File: src/rtl/usb_reg_responder.sv
// Target-side responder for the host USB parallel register bus: registers the pins, turns each
// nCS fall into one reg_write/reg_read pulse and drives read data back onto the bus.
module usb_reg_responder #(
  parameter int pADDR_WIDTH   = 21,
  parameter int pBYTECNT_SIZE = 7
) (
  input  logic                                 usb_clk,
  input  logic                                 resetn,
  input  logic [pADDR_WIDTH-1:0]               usb_addr,
  input  logic [7:0]                           usb_din,
  output logic [7:0]                           usb_dout,
  output logic                                 usb_isout,
  input  logic                                 usb_nrd,
  input  logic                                 usb_nwe,
  input  logic                                 usb_ncs,
  output logic [pADDR_WIDTH-pBYTECNT_SIZE-1:0] reg_address,
  output logic [pBYTECNT_SIZE-1:0]             reg_bytecnt,
  output logic [7:0]                           reg_datao,
  input  logic [7:0]                           reg_datai,
  output logic                                 reg_addrvalid,
  output logic                                 reg_write,
  output logic                                 reg_read,
  output logic                                 proto_err
);

  // state    | meaning
  // IDLE     | waiting for a fresh nCS fall
  // WR       | reg_write pulse to the register blocks
  // RD_REQ   | reg_read pulse, read data captured on exit
  // RD_DRIVE | usb_dout driven while nRD stays low
  // WAIT_REL | waiting for nCS to return high
  typedef enum logic [2:0] {
    IDLE     = 3'd0,
    WR       = 3'd1,
    RD_REQ   = 3'd2,
    RD_DRIVE = 3'd3,
    WAIT_REL = 3'd4
  } state_t;

  state_t                                 state_q;
  logic [pADDR_WIDTH-1:0]                 addr_s1_q;
  logic [7:0]                             din_s1_q;
  logic                                   nrd_s1_q;
  logic                                   nwe_s1_q;
  logic                                   ncs_s1_q;
  logic                                   ncs_prev_q;
  logic                                   rst_done_q;
  logic [pADDR_WIDTH-pBYTECNT_SIZE-1:0]   reg_address_q;
  logic [pBYTECNT_SIZE-1:0]               reg_bytecnt_q;
  logic [7:0]                             reg_datao_q;
  logic [7:0]                             dout_q;
  logic                                   isout_q;
  logic                                   reg_write_q;
  logic                                   reg_read_q;
  logic                                   proto_err_q;
  logic                                   strobe;

  assign strobe = ~ncs_s1_q & ncs_prev_q;

  always_ff @(posedge usb_clk) begin
    if (!resetn) begin
      state_q       <= IDLE;
      addr_s1_q     <= '0;
      din_s1_q      <= '0;
      nrd_s1_q      <= 1'b1;
      nwe_s1_q      <= 1'b1;
      ncs_s1_q      <= 1'b1;
      ncs_prev_q    <= 1'b0;
      rst_done_q    <= 1'b0;
      reg_address_q <= '0;
      reg_bytecnt_q <= '0;
      reg_datao_q   <= '0;
      dout_q        <= '0;
      isout_q       <= 1'b0;
      reg_write_q   <= 1'b0;
      reg_read_q    <= 1'b0;
      proto_err_q   <= 1'b0;
    end else begin
      addr_s1_q  <= usb_addr;
      din_s1_q   <= usb_din;
      nrd_s1_q   <= usb_nrd;
      nwe_s1_q   <= usb_nwe;
      ncs_s1_q   <= usb_ncs;
      rst_done_q <= 1'b1;
      // The reset value of ncs_s1 is not a real observation of the pin, so it must not
      // count as the "high" half of a fall on the first edge after reset.
      ncs_prev_q  <= rst_done_q ? ncs_s1_q : 1'b0;
      reg_write_q <= 1'b0;
      reg_read_q  <= 1'b0;
      case (state_q)
        IDLE: begin
          if (strobe) begin
            reg_address_q <= addr_s1_q[pADDR_WIDTH-1:pBYTECNT_SIZE];
            reg_bytecnt_q <= addr_s1_q[pBYTECNT_SIZE-1:0];
            reg_datao_q   <= din_s1_q;
            if (!nwe_s1_q && nrd_s1_q) begin
              state_q     <= WR;
              reg_write_q <= 1'b1;
            end else if (!nrd_s1_q && nwe_s1_q) begin
              state_q    <= RD_REQ;
              reg_read_q <= 1'b1;
            end else begin
              if (!nrd_s1_q && !nwe_s1_q) proto_err_q <= 1'b1;
              state_q <= WAIT_REL;
            end
          end
        end
        WR: state_q <= WAIT_REL;
        RD_REQ: begin
          dout_q  <= reg_datai;
          isout_q <= 1'b1;
          state_q <= RD_DRIVE;
        end
        RD_DRIVE: begin
          if (nrd_s1_q) begin
            isout_q <= 1'b0;
            state_q <= WAIT_REL;
          end
        end
        WAIT_REL: if (ncs_s1_q) state_q <= IDLE;
        default: state_q <= IDLE;
      endcase
    end
  end

  // A host write strobe always wins the pad: never drive while nWE is seen low.
  assign usb_isout     = isout_q & nwe_s1_q;
  assign usb_dout      = dout_q;
  assign reg_address   = reg_address_q;
  assign reg_bytecnt   = reg_bytecnt_q;
  assign reg_datao     = reg_datao_q;
  assign reg_addrvalid = ~ncs_s1_q;
  assign reg_write     = reg_write_q;
  assign reg_read      = reg_read_q;
  assign proto_err     = proto_err_q;

endmodule

File: config.mk
export PLATFORM = sky130hd
export DESIGN_NAME = usb_reg_responder
export DESIGN_NICKNAME = d
export VERILOG_FILES = /design/src/rtl/usb_reg_responder.sv
export SDC_FILE = /design/constraint.sdc
export NUM_CORES = 1
export LEC_CHECK = 0
export ABC_AREA = 1
export CORE_MARGIN = 8
export CORE_UTILIZATION = 30
export DETAILED_ROUTE_END_ITERATION = 10
export PLACE_DENSITY = 0.63
export SLEW_MARGIN = 0
export SYNTH_ARGS = -nofsm -noshare
export SYNTH_HDL_FRONTEND = slang
export SYNTH_SLANG_ARGS = --single-unit
File: constraint.sdc
create_clock -name usb_clk -period 2.18 [get_ports usb_clk]
set_input_delay 0.436 -clock usb_clk [delete_from_list [all_inputs] [get_ports usb_clk]]
set_output_delay 0.436 -clock usb_clk [all_outputs]
set_load 0.05 [all_outputs]
==> results.json, run 1 <==
{
  "wl_mm": 5.88,
  "crit_path_start_kind": "register",
  "crit_arrival_ps": 1620,
  "synth_area_sq_um": 2610,
  "overflow": 0,
  "fmax_ghz": 0.487,
  "yosysUniqueCellTypes": 22,
  "endpoint_kind": "output pin",
  "finalClockSkew_ps": 7.47,
  "htree_num_levels": 3,
  "grt_pass1_vias": 2100,
  "synth_compound_area_share_pct": 8.86,
  "dr_total_vias": 2114,
  "slew_viol_final": 0,
  "core_region_area_sq_um": 8590,
  "fill_cells": 867,
  "setup_tns_ps": 0,
  "rows": 34,
  "area_delta_synth_final_pct": 42.1,
  "crit_chain": "nand2_1 -> inv_1 -> clkdlybuf4s50_1",
  "grtUsageTotal_pct": 10.1,
  "grt_max_degree": 43,
  "post_cts_resized": 0,
  "cts_tree": "built",
  "layout_setup_ws_ps": 127,
  "fin_nets": 447,
  "synth_cells": 317,
  "hold_slack_ps": 426,
  "rsz0062_at_grt": "no",
  "cts_hold_buf": 0,
  "muxShareOfSynthArea_pct": 0,
  "drt_pass1_iterations": 3,
  "utilization_pct": 43.2,
  "synthXorXnorAreaFrac_pct": 0,
  "synth_top_family_by_area": "simple AND/OR/NAND/NOR gates",
  "hold_path_class": "reg -> reg",
  "synth_fa_ha_area_share_pct": 1.91,
  "vdd_ir_drop_max_uv": 305,
  "yosys_warnings": 0,
  "io_pins": 84,
  "tritoncts.num_buffers": 9,
  "crit_type": "reg -> out",
  "clk_latency_ps": 330,
  "max_slew_margin_pct": 65.5,
  "setup_viol": 0,
  "fp.dieW_um": 109,
  "p_leak_nw": 1.61,
  "yosys_register_bits": 78,
  "initial_core_util_pct": 30.4,
  "path_clk_slew_ps": 70,
  "cts_setup_buffers": 0,
  "routabilityCongestion": 0.729,
  "status": "completed",
  "diodes": 0,
  "place_ws_ps": 481,
  "critPathMaxStageDelay_ps": 790,
  "dp.cells": 498,
  "dp_hpwl_mm": 4.18,
  "cap_violations": 0,
  "hold_violations": 0,
  "drc": 0,
  "drive_gt1_share_pct": 5.91,
  "dieArea_sq_um": 12000,
  "grt_pass1_wl_mm": 9.53,
  "routed_via_density": 4.11,
  "ys_seq_area_share_pct": 59.7,
  "min_period_over_period_pct": 94.2,
  "layout_min_cycle_time_ps": 2050,
  "worst_slew_pin_slew_ps": 516,
  "io_buffer_count": 83,
  "ant_nets": 0,
  "cts.sinks": 78,
  "crit_slowest_cell": "clkdlybuf4s50_1",
  "dieHeight_um": 109,
  "cts_max_path_buffers": 2,
  "required_ps": 1740,
  "layout.cells.non_filler": 514,
  "synthesis.nets": 363,
  "wl_per_cell_um": 11.4,
  "avgSynthCellArea_sq_um": 8.25,
  "cp_max_fo": 4,
  "root_buffer": "clkbuf_8",
  "antenna_found_initial": 0,
  "synth-simple-area-share_pct": 20.0,
  "power.density_nw_per_um2": 811,
  "first_iter_violations": 34
}
==> area by class of cell <==
| cell class | count | area, sq um | area share (%) |
|---|---|---|---|
| sequential | 78 | 1560 | 42.0 |
| timing repair buffer | 87 | 861 | 23.2 |
| multi-input combinational | 182 | 803 | 21.6 |
| inverter | 43 | 161 | 4.34 |
| clock buffer | 13 | 149 | 4.01 |
| tap | 108 | 135 | 3.64 |
| clock inverter | 3 | 43.8 | 1.18 |
==> power by group <==
part | internal [mW] | total, mW | switching [mW] | leakage, nW
Sequential | 1.50 | 1.54 | 0.0393 | 0.639
Clock | 0.563 | 1.05 | 0.487 | 0.0976
Combinational | 0.176 | 0.425 | 0.249 | 0.877
==> flip-flops by register name (all words and copies together) (netlist names), 3 cells and up <==
name / flops
usb_dout: 8
reg_address: 14
state_q: 3
reg_bytecnt: 7
din_s1_q: 8
reg_datao: 8
addr_s1_q: 21
==> layout by cell type (no fill, tap or decap) <==
cell type | synthesis | routed
or2_2 | 3 | 3
nand4_1 | 1 | 1
dfxtp_1 | 78 | 78
clkinv_4 | 0 | 1
inv_1 | 42 | 42
a21oi_2 | 1 | 1
a21oi_1 | 31 | 31
o21bai_1 | 1 | 1
nor2_1 | 22 | 22
nor2_2 | 1 | 1
ha_1 | 4 | 4
nand3_1 | 3 | 3
clkinv_2 | 0 | 1
clkdlybuf4s50_1 | 0 | 83
nand2_1 | 102 | 102
clkbuf_1 | 6 | 3
o21ai_0 | 11 | 11
inv_2 | 1 | 1
bufinv_16 | 0 | 1
o21ai_1 | 1 | 1
nand3_2 | 1 | 1
buf_4 | 2 | 4
clkbuf_8 | 0 | 10
==> final timing paths <==
| kind | start | endpoint | slack [ps] | cells after the start |
|---|---|---|---|---|
| setup / recovery | nwe_s1_q$_SDFF_PN1_ | usb_isout | 130 | 3 |
| hold / removal | rst_done_q$_DFF_P_ | ncs_prev_q$_SDFF_PN0_ | 430 | 2 |
| setup reg to reg | state_q[1]$_SDFFE_PN0P_ | proto_err$_SDFFE_PN0P_ | 760 | 5 |
| hold reg to reg | rst_done_q$_DFF_P_ | ncs_prev_q$_SDFF_PN0_ | 430 | 2 |
==> synthesized netlist by cell type <==
cell type / count / share of area (%)
a21oi_1: 31 / 5.9
a21oi_2: 1 / 0.34
buf_1: 2 / 0.29
buf_2: 1 / 0.19
buf_4: 2 / 0.57
buf_6: 2 / 0.86
buf_8: 1 / 0.57
clkbuf_1: 6 / 0.86
dfxtp_1: 78 / 60
ha_1: 4 / 1.9
inv_1: 42 / 6.0
inv_2: 1 / 0.14
nand2_1: 102 / 15
nand3_1: 3 / 0.57
nand3_2: 1 / 0.38
nand4_1: 1 / 0.24
nor2_1: 22 / 3.2
nor2_2: 1 / 0.24
o21ai_0: 11 / 2.1
o21ai_1: 1 / 0.19
o21bai_1: 1 / 0.29
or2_2: 3 / 0.72
==> critical path: cells and delay by family (launching register included) <==
family	cells	cell delay [ps]
buffers and inverters	2	840
flip-flops	1	390
AND/OR/NAND/NOR	1	70
==> cell families after synthesis <==
logic type,count (synthesis)
DFF,78
and+or+nand+nor,133
adders and majority gates,4
AOI/OAI and AO/OA,45
buffers and inverters,57
==> stage by stage <==
step | instance area (sq um) | total power [mW]
after floorplan | 2610 | 1.84
after global placement | 3520 | 1.99
after detailed placement | 3520 | 2.00
after CTS | 3710 | 3.04
after global routing | 3710 | 3.16
final | 3710 | 3.01
==> layer usage <==
metal / wire, um / vias up / track usage (%) / share of wire [%]
li1: - / 1121 / - / -
met1: 2600 / 942 / 10.5 / 44
met2: 2810 / 45 / 17.7 / 48
met3: 414 / 6 / 4.40 / 7.0
met4: 59 / 0 / 3.76 / 1.0
met5: 0 / - / 0 / 0
(Power assumes the default switching activity.)
==> run 2: changes to the inputs <==
--- a/config.mk
+++ b/config.mk
@@ -6,10 +6,13 @@
 export NUM_CORES = 1
 export LEC_CHECK = 0
 export ABC_AREA = 1
+export ABC_CLOCK_PERIOD_IN_PS = 2180
 export CORE_MARGIN = 8
 export CORE_UTILIZATION = 30
 export DETAILED_ROUTE_END_ITERATION = 10
+export HOLD_SLACK_MARGIN = 0.1
 export PLACE_DENSITY = 0.63
+export RECOVER_POWER = 50
 export SLEW_MARGIN = 0
 export SYNTH_ARGS = -nofsm -noshare
 export SYNTH_HDL_FRONTEND = slang
==> run 2 against run 1 <==
Clock-buffer cell count unchanged; global-route usage unchanged; core utilization is 0.10 points lower; power shrank 0.21%; via count stayed put; non-clock buffer count unchanged; die area is the same; wire length down 0.24%; first-iteration DRC count increased by 8.8%; register-to-register slack got worse by 340 ps; critical endpoint unchanged; largest cell class unchanged; largest power group unchanged.
==> results.json, run 2 (synthesized netlist as in run 1, its figures left out) <==
{
  "hold_path_class": "reg -> reg",
  "io_buffer_count": 83,
  "fin_nets": 447,
  "min_period_over_period_pct": 94.0,
  "io_pins": 84,
  "p_leak_nw": 1.61,
  "first_iter_violations": 37,
  "core_region_area_sq_um": 8590,
  "tritoncts.num_buffers": 9,
  "grt_use_met3_pct": 4.40,
  "dr_total_vias": 2114,
  "rsz0062_at_grt": "no",
  "diodes": 0,
  "swShare_pct": 25.7,
  "cap_violations": 0,
  "clk_latency_ps": 330,
  "seq_power_share_pct": 51.1,
  "slew_viol_final": 0,
  "hold_violations": 0,
  "p_clk_share_pct": 34.9,
  "wl_mm": 5.87,
  "grtUsageMet1_pct": 10.5,
  "top_usage_layer": "met2",
  "crit_type": "reg -> out",
  "cts_setup_buffers": 0,
  "p_int_mw": 2.23,
  "finalClockSkew_ps": 9.99,
  "post_cts_resized": 0,
  "finalPower_mw": 3.01,
  "power_switching_mw": 0.772,
  "critPathMaxStageDelay_ps": 790,
  "final_cell_mix": "102 x nand2_1, 82 x clkdlybuf4s50_1, 78 x dfxtp_1, 43 x inv_1, 31 x a21oi_1",
  "worst_slew_pin_slew_ps": 911,
  "routed_via_density": 4.11,
  "ant_nets": 0,
  "rows": 34,
  "antenna_found_initial": 0,
  "cts_tree": "built",
  "status": "completed",
  "cp_max_fo": 4,
  "crit_arrival_ps": 1610,
  "fmax_ghz": 0.488,
  "path_clk_slew_ps": 70,
  "root_buffer": "clkbuf_8",
  "grtUsageTotal_pct": 10.1,
  "initial_core_util_pct": 30.4,
  "drt_pass1_iterations": 3,
  "setup_viol": 0,
  "cts_max_path_buffers": 2,
  "power.density_nw_per_um2": 811,
  "routabilityCongestion": 0.729,
  "crit_chain": "nand2_1 -> inv_1 -> clkdlybuf4s50_1",
  "wl_per_cell_um": 11.4,
  "max_flop_register": "addr_s1_q",
  "comb_power_share_pct": 14.1,
  "setup_tns_ps": 0,
  "cts_hold_buf": 0,
  "vdd_ir_drop_max_uv": 305,
  "largest_reg_flops": 21,
  "drc": 0,
  "cts.sinks": 78,
  "use_met2_pct": 17.7,
  "dieHeight_um": 109,
  "drive_gt1_share_pct": 5.17,
  "required_ps": 1740,
  "layout_min_cycle_time_ps": 2050,
  "dieArea_sq_um": 12000,
  "fp.dieW_um": 109,
  "htree_num_levels": 3,
  "crit_path_start_kind": "register",
  "layout_commonest_cell": "nand2_1",
  "grt_max_degree": 43,
  "area_delta_synth_final_pct": 41.8,
  "endpoint_kind": "output pin",
  "overflow": 0,
  "crit_slowest_cell": "clkdlybuf4s50_1",
  "grt_pass1_wl_mm": 9.53,
  "grt_pass1_vias": 2100,
  "max_slew_margin_pct": 39.2,
  "dp_hpwl_mm": 4.18
}
==> run 2: per-layer routing <==
metal	vias up	routed length (um)
met4	0	59
met3	6	425
met1	941	2560
li1	1122	-
met2	45	2830
met5	-	0
==> run 2: power by group through the flow <==
stage	Sequential [mW]	Clock [mW]	Combinational, mW
2_1_floorplan	1.63	0	0.206
3_3_place_gp	1.57	0	0.422
3_5_place_dp	1.57	0	0.429
4_1_cts	1.54	1.08	0.431
5_1_grt	1.54	1.14	0.467
6_report	1.53	1.05	0.422
==> run 2: final cells by class <==
type / count / area, sq um
Clock buffer: 13 / 149
Timing Repair Buffer: 87 / 855
Inverter: 43 / 161
Multi-Input combinational cell: 182 / 801
Sequential cell: 78 / 1560
Tap cell: 108 / 135
Clock inverter: 3 / 43.8
Fill cell: 868 / 4890
==> run 2: worst paths after layout <==
path                           startpoint                     end  slack, ps  cells past startpoint
setup / recovery      nwe_s1_q$_SDFF_PN1_               usb_isout        130                      3
hold / removal         rst_done_q$_DFF_P_   ncs_prev_q$_SDFF_PN0_        430                      2
setup reg to reg  state_q[1]$_SDFFE_PN0P_  proto_err$_SDFFE_PN0P_        420                      5
hold reg to reg        rst_done_q$_DFF_P_   ncs_prev_q$_SDFF_PN0_        430                      2
==> run 2: per-stage QoR <==
step / util, % / instances / hold slack [ps] / setup slack, ps / area (sq um)
2_1_floorplan: - / 317 / 403 / 1020 / 2610
3_3_place_gp: 41.0 / 498 / 406 / 487 / 3520
3_5_place_dp: 41.0 / 498 / 415 / 481 / 3520
4_1_cts: 43.2 / 514 / 426 / 103 / 3710
5_1_grt: 43.1 / 514 / 438 / 64.2 / 3710
6_report: 43.1 / 514 / 426 / 130 / 3710
==> run 2: critical path: cells and delay by family, from the launching register on <==
| family | cells | cell delay, ps |
|---|---|---|
| AND/OR/NAND/NOR | 1 | 70 |
| flip-flops | 1 | 390 |
| buffers and inverters | 2 | 840 |
==> run 3: changes to the inputs <==
--- a/config.mk
+++ b/config.mk
@@ -8,11 +8,12 @@
 export ABC_AREA = 1
 export ABC_CLOCK_PERIOD_IN_PS = 2180
 export CORE_MARGIN = 8
-export CORE_UTILIZATION = 30
+export CORE_UTILIZATION = 49
 export DETAILED_ROUTE_END_ITERATION = 10
 export HOLD_SLACK_MARGIN = 0.1
-export PLACE_DENSITY = 0.63
+export PLACE_DENSITY = 0.91
 export RECOVER_POWER = 50
+export REMOVE_ABC_BUFFERS = 1
 export SLEW_MARGIN = 0
 export SYNTH_ARGS = -nofsm -noshare
 export SYNTH_HDL_FRONTEND = slang
==> run 3 against run 2 <==
Setup slack lost 30 ps; non-clock buffer count rose by 1; sequential share of layout area hardly changed; combinational power rose by 1%; wire length rose by 3.5%; worst hold slack improved by 19 ps.
==> results.json, run 3 (synthesized netlist as in run 1, its figures left out) <==
{
  "routabilityCongestion": 0.707,
  "ant_nets": 0,
  "max_slew_margin_pct": 39.1,
  "drive_gt1_share_pct": 5.41,
  "crit_arrival_ps": 1640,
  "crit_type": "reg -> out",
  "fmax_ghz": 0.481,
  "dp_hpwl_mm": 4.43,
  "core_region_area_sq_um": 5140,
  "finalClockSkew_ps": 6.94,
  "cts_max_path_buffers": 2,
  "io_pins": 84,
  "cts_setup_buffers": 0,
  "setup_tns_ps": 0,
  "hold_path_class": "reg -> reg",
  "io_buffer_count": 83,
  "min_period_over_period_pct": 95.4,
  "crit_path_start_kind": "register",
  "setup_viol": 0,
  "layout.cells.non_filler": 477,
  "path_clk_slew_ps": 70,
  "fp.dieW_um": 89.0,
  "hold_violations": 0,
  "p_leak_nw": 1.63,
  "power.density_nw_per_um2": 860,
  "fin_nets": 448,
  "root_buffer": "clkbuf_8",
  "worst_slew_pin_slew_ps": 912,
  "wl_per_cell_um": 12.7,
  "clk_latency_ps": 330,
  "diodes": 0,
  "max_flop_register": "addr_s1_q",
  "cts_hold_buf": 0,
  "wl_mm": 6.07,
  "rows": 26,
  "first_iter_violations": 114,
  "vdd_ir_drop_max_uv": 624,
  "overflow": 0,
  "drt_pass1_iterations": 4,
  "dieHeight_um": 89.0,
  "layout_min_cycle_time_ps": 2080,
  "grtUsageTotal_pct": 16.1,
  "largest_reg_flops": 21,
  "cts_tree": "built",
  "grt_max_degree": 31,
  "fill_cells": 397,
  "cts.sinks": 78,
  "finalPower_mw": 3.18,
  "tritoncts.num_buffers": 9,
  "layout_commonest_cell": "nand2_1",
  "dp.cells": 461,
  "utilization_pct": 72.0,
  "status": "completed",
  "dieArea_sq_um": 7930,
  "grt_pass1_vias": 2144,
  "required_ps": 1740,
  "grt_pass1_wl_mm": 9.78,
  "cp_max_fo": 4,
  "slew_viol_final": 0,
  "dr_total_vias": 2205,
  "final_cell_mix": "102 x nand2_1, 82 x clkdlybuf4s50_1, 78 x dfxtp_1, 43 x inv_1, 31 x a21oi_1",
  "antenna_found_initial": 0,
  "cap_violations": 0,
  "area_delta_synth_final_pct": 41.6,
  "htree_num_levels": 3,
  "routed_via_density": 4.62,
  "post_cts_resized": 0,
  "drc": 0,
  "endpoint_kind": "output pin",
  "rsz0062_at_grt": "no",
  "initial_core_util_pct": 50.9
}
-- run 3: cell type report --
class | instances | area (sq um) | share of cell area (%)
Clock buffer | 13 | 169 | 4.56
Clock inverter | 3 | 65.1 | 1.76
Inverter | 43 | 161 | 4.36
Multi-Input combinational cell | 182 | 801 | 21.6
Sequential cell | 78 | 1560 | 42.2
Tap cell | 70 | 87.6 | 2.37
Timing Repair Buffer | 88 | 857 | 23.1
-- run 3: per-layer routing --
layer | wire length (um) | up-vias | track usage (%)
met5 | 0 | - | 0
met4 | 94 | 0 | 7.85
met3 | 496 | 12 | 5.70
met2 | 3030 | 73 | 27.7
met1 | 2450 | 998 | 17.1
li1 | - | 1122 | -
-- run 3: final timing paths --
kind	from	endpoint	slack [ps]	cells after the start
max	nwe_s1_q$_SDFF_PN1_	usb_isout	100	3
min	rst_done_q$_DFF_P_	ncs_prev_q$_SDFF_PN0_	450	2
max reg2reg	state_q[1]$_SDFFE_PN0P_	proto_err$_SDFFE_PN0P_	420	5
min reg2reg	rst_done_q$_DFF_P_	ncs_prev_q$_SDFF_PN0_	450	2
-- run 3: through the flow --
| step | instance area, sq um | hold slack [ps] | setup WS [ps] |
|---|---|---|---|
| after floorplan | 2530 | 403 | 630 |
| after global placement | 3480 | 408 | 502 |
| after detailed placement | 3480 | 420 | 462 |
| after CTS | 3720 | 445 | 89.8 |
| after global routing | 3700 | 454 | 49.7 |
| final | 3700 | 445 | 100 |
-- run 3: power breakdown --
| part | internal [mW] | switching, mW |
|---|---|---|
| clock | 0.738 | 0.477 |
| sequential | 1.50 | 0.0432 |
| combinational | 0.174 | 0.254 |
| total | 2.41 | 0.775 |
-- run 3: critical path, cell delays in order, from the launching register on --
cell and delay [ps]:
dfxtp_1 400, nand2_1 70, inv_1 50, clkdlybuf4s50_1 790
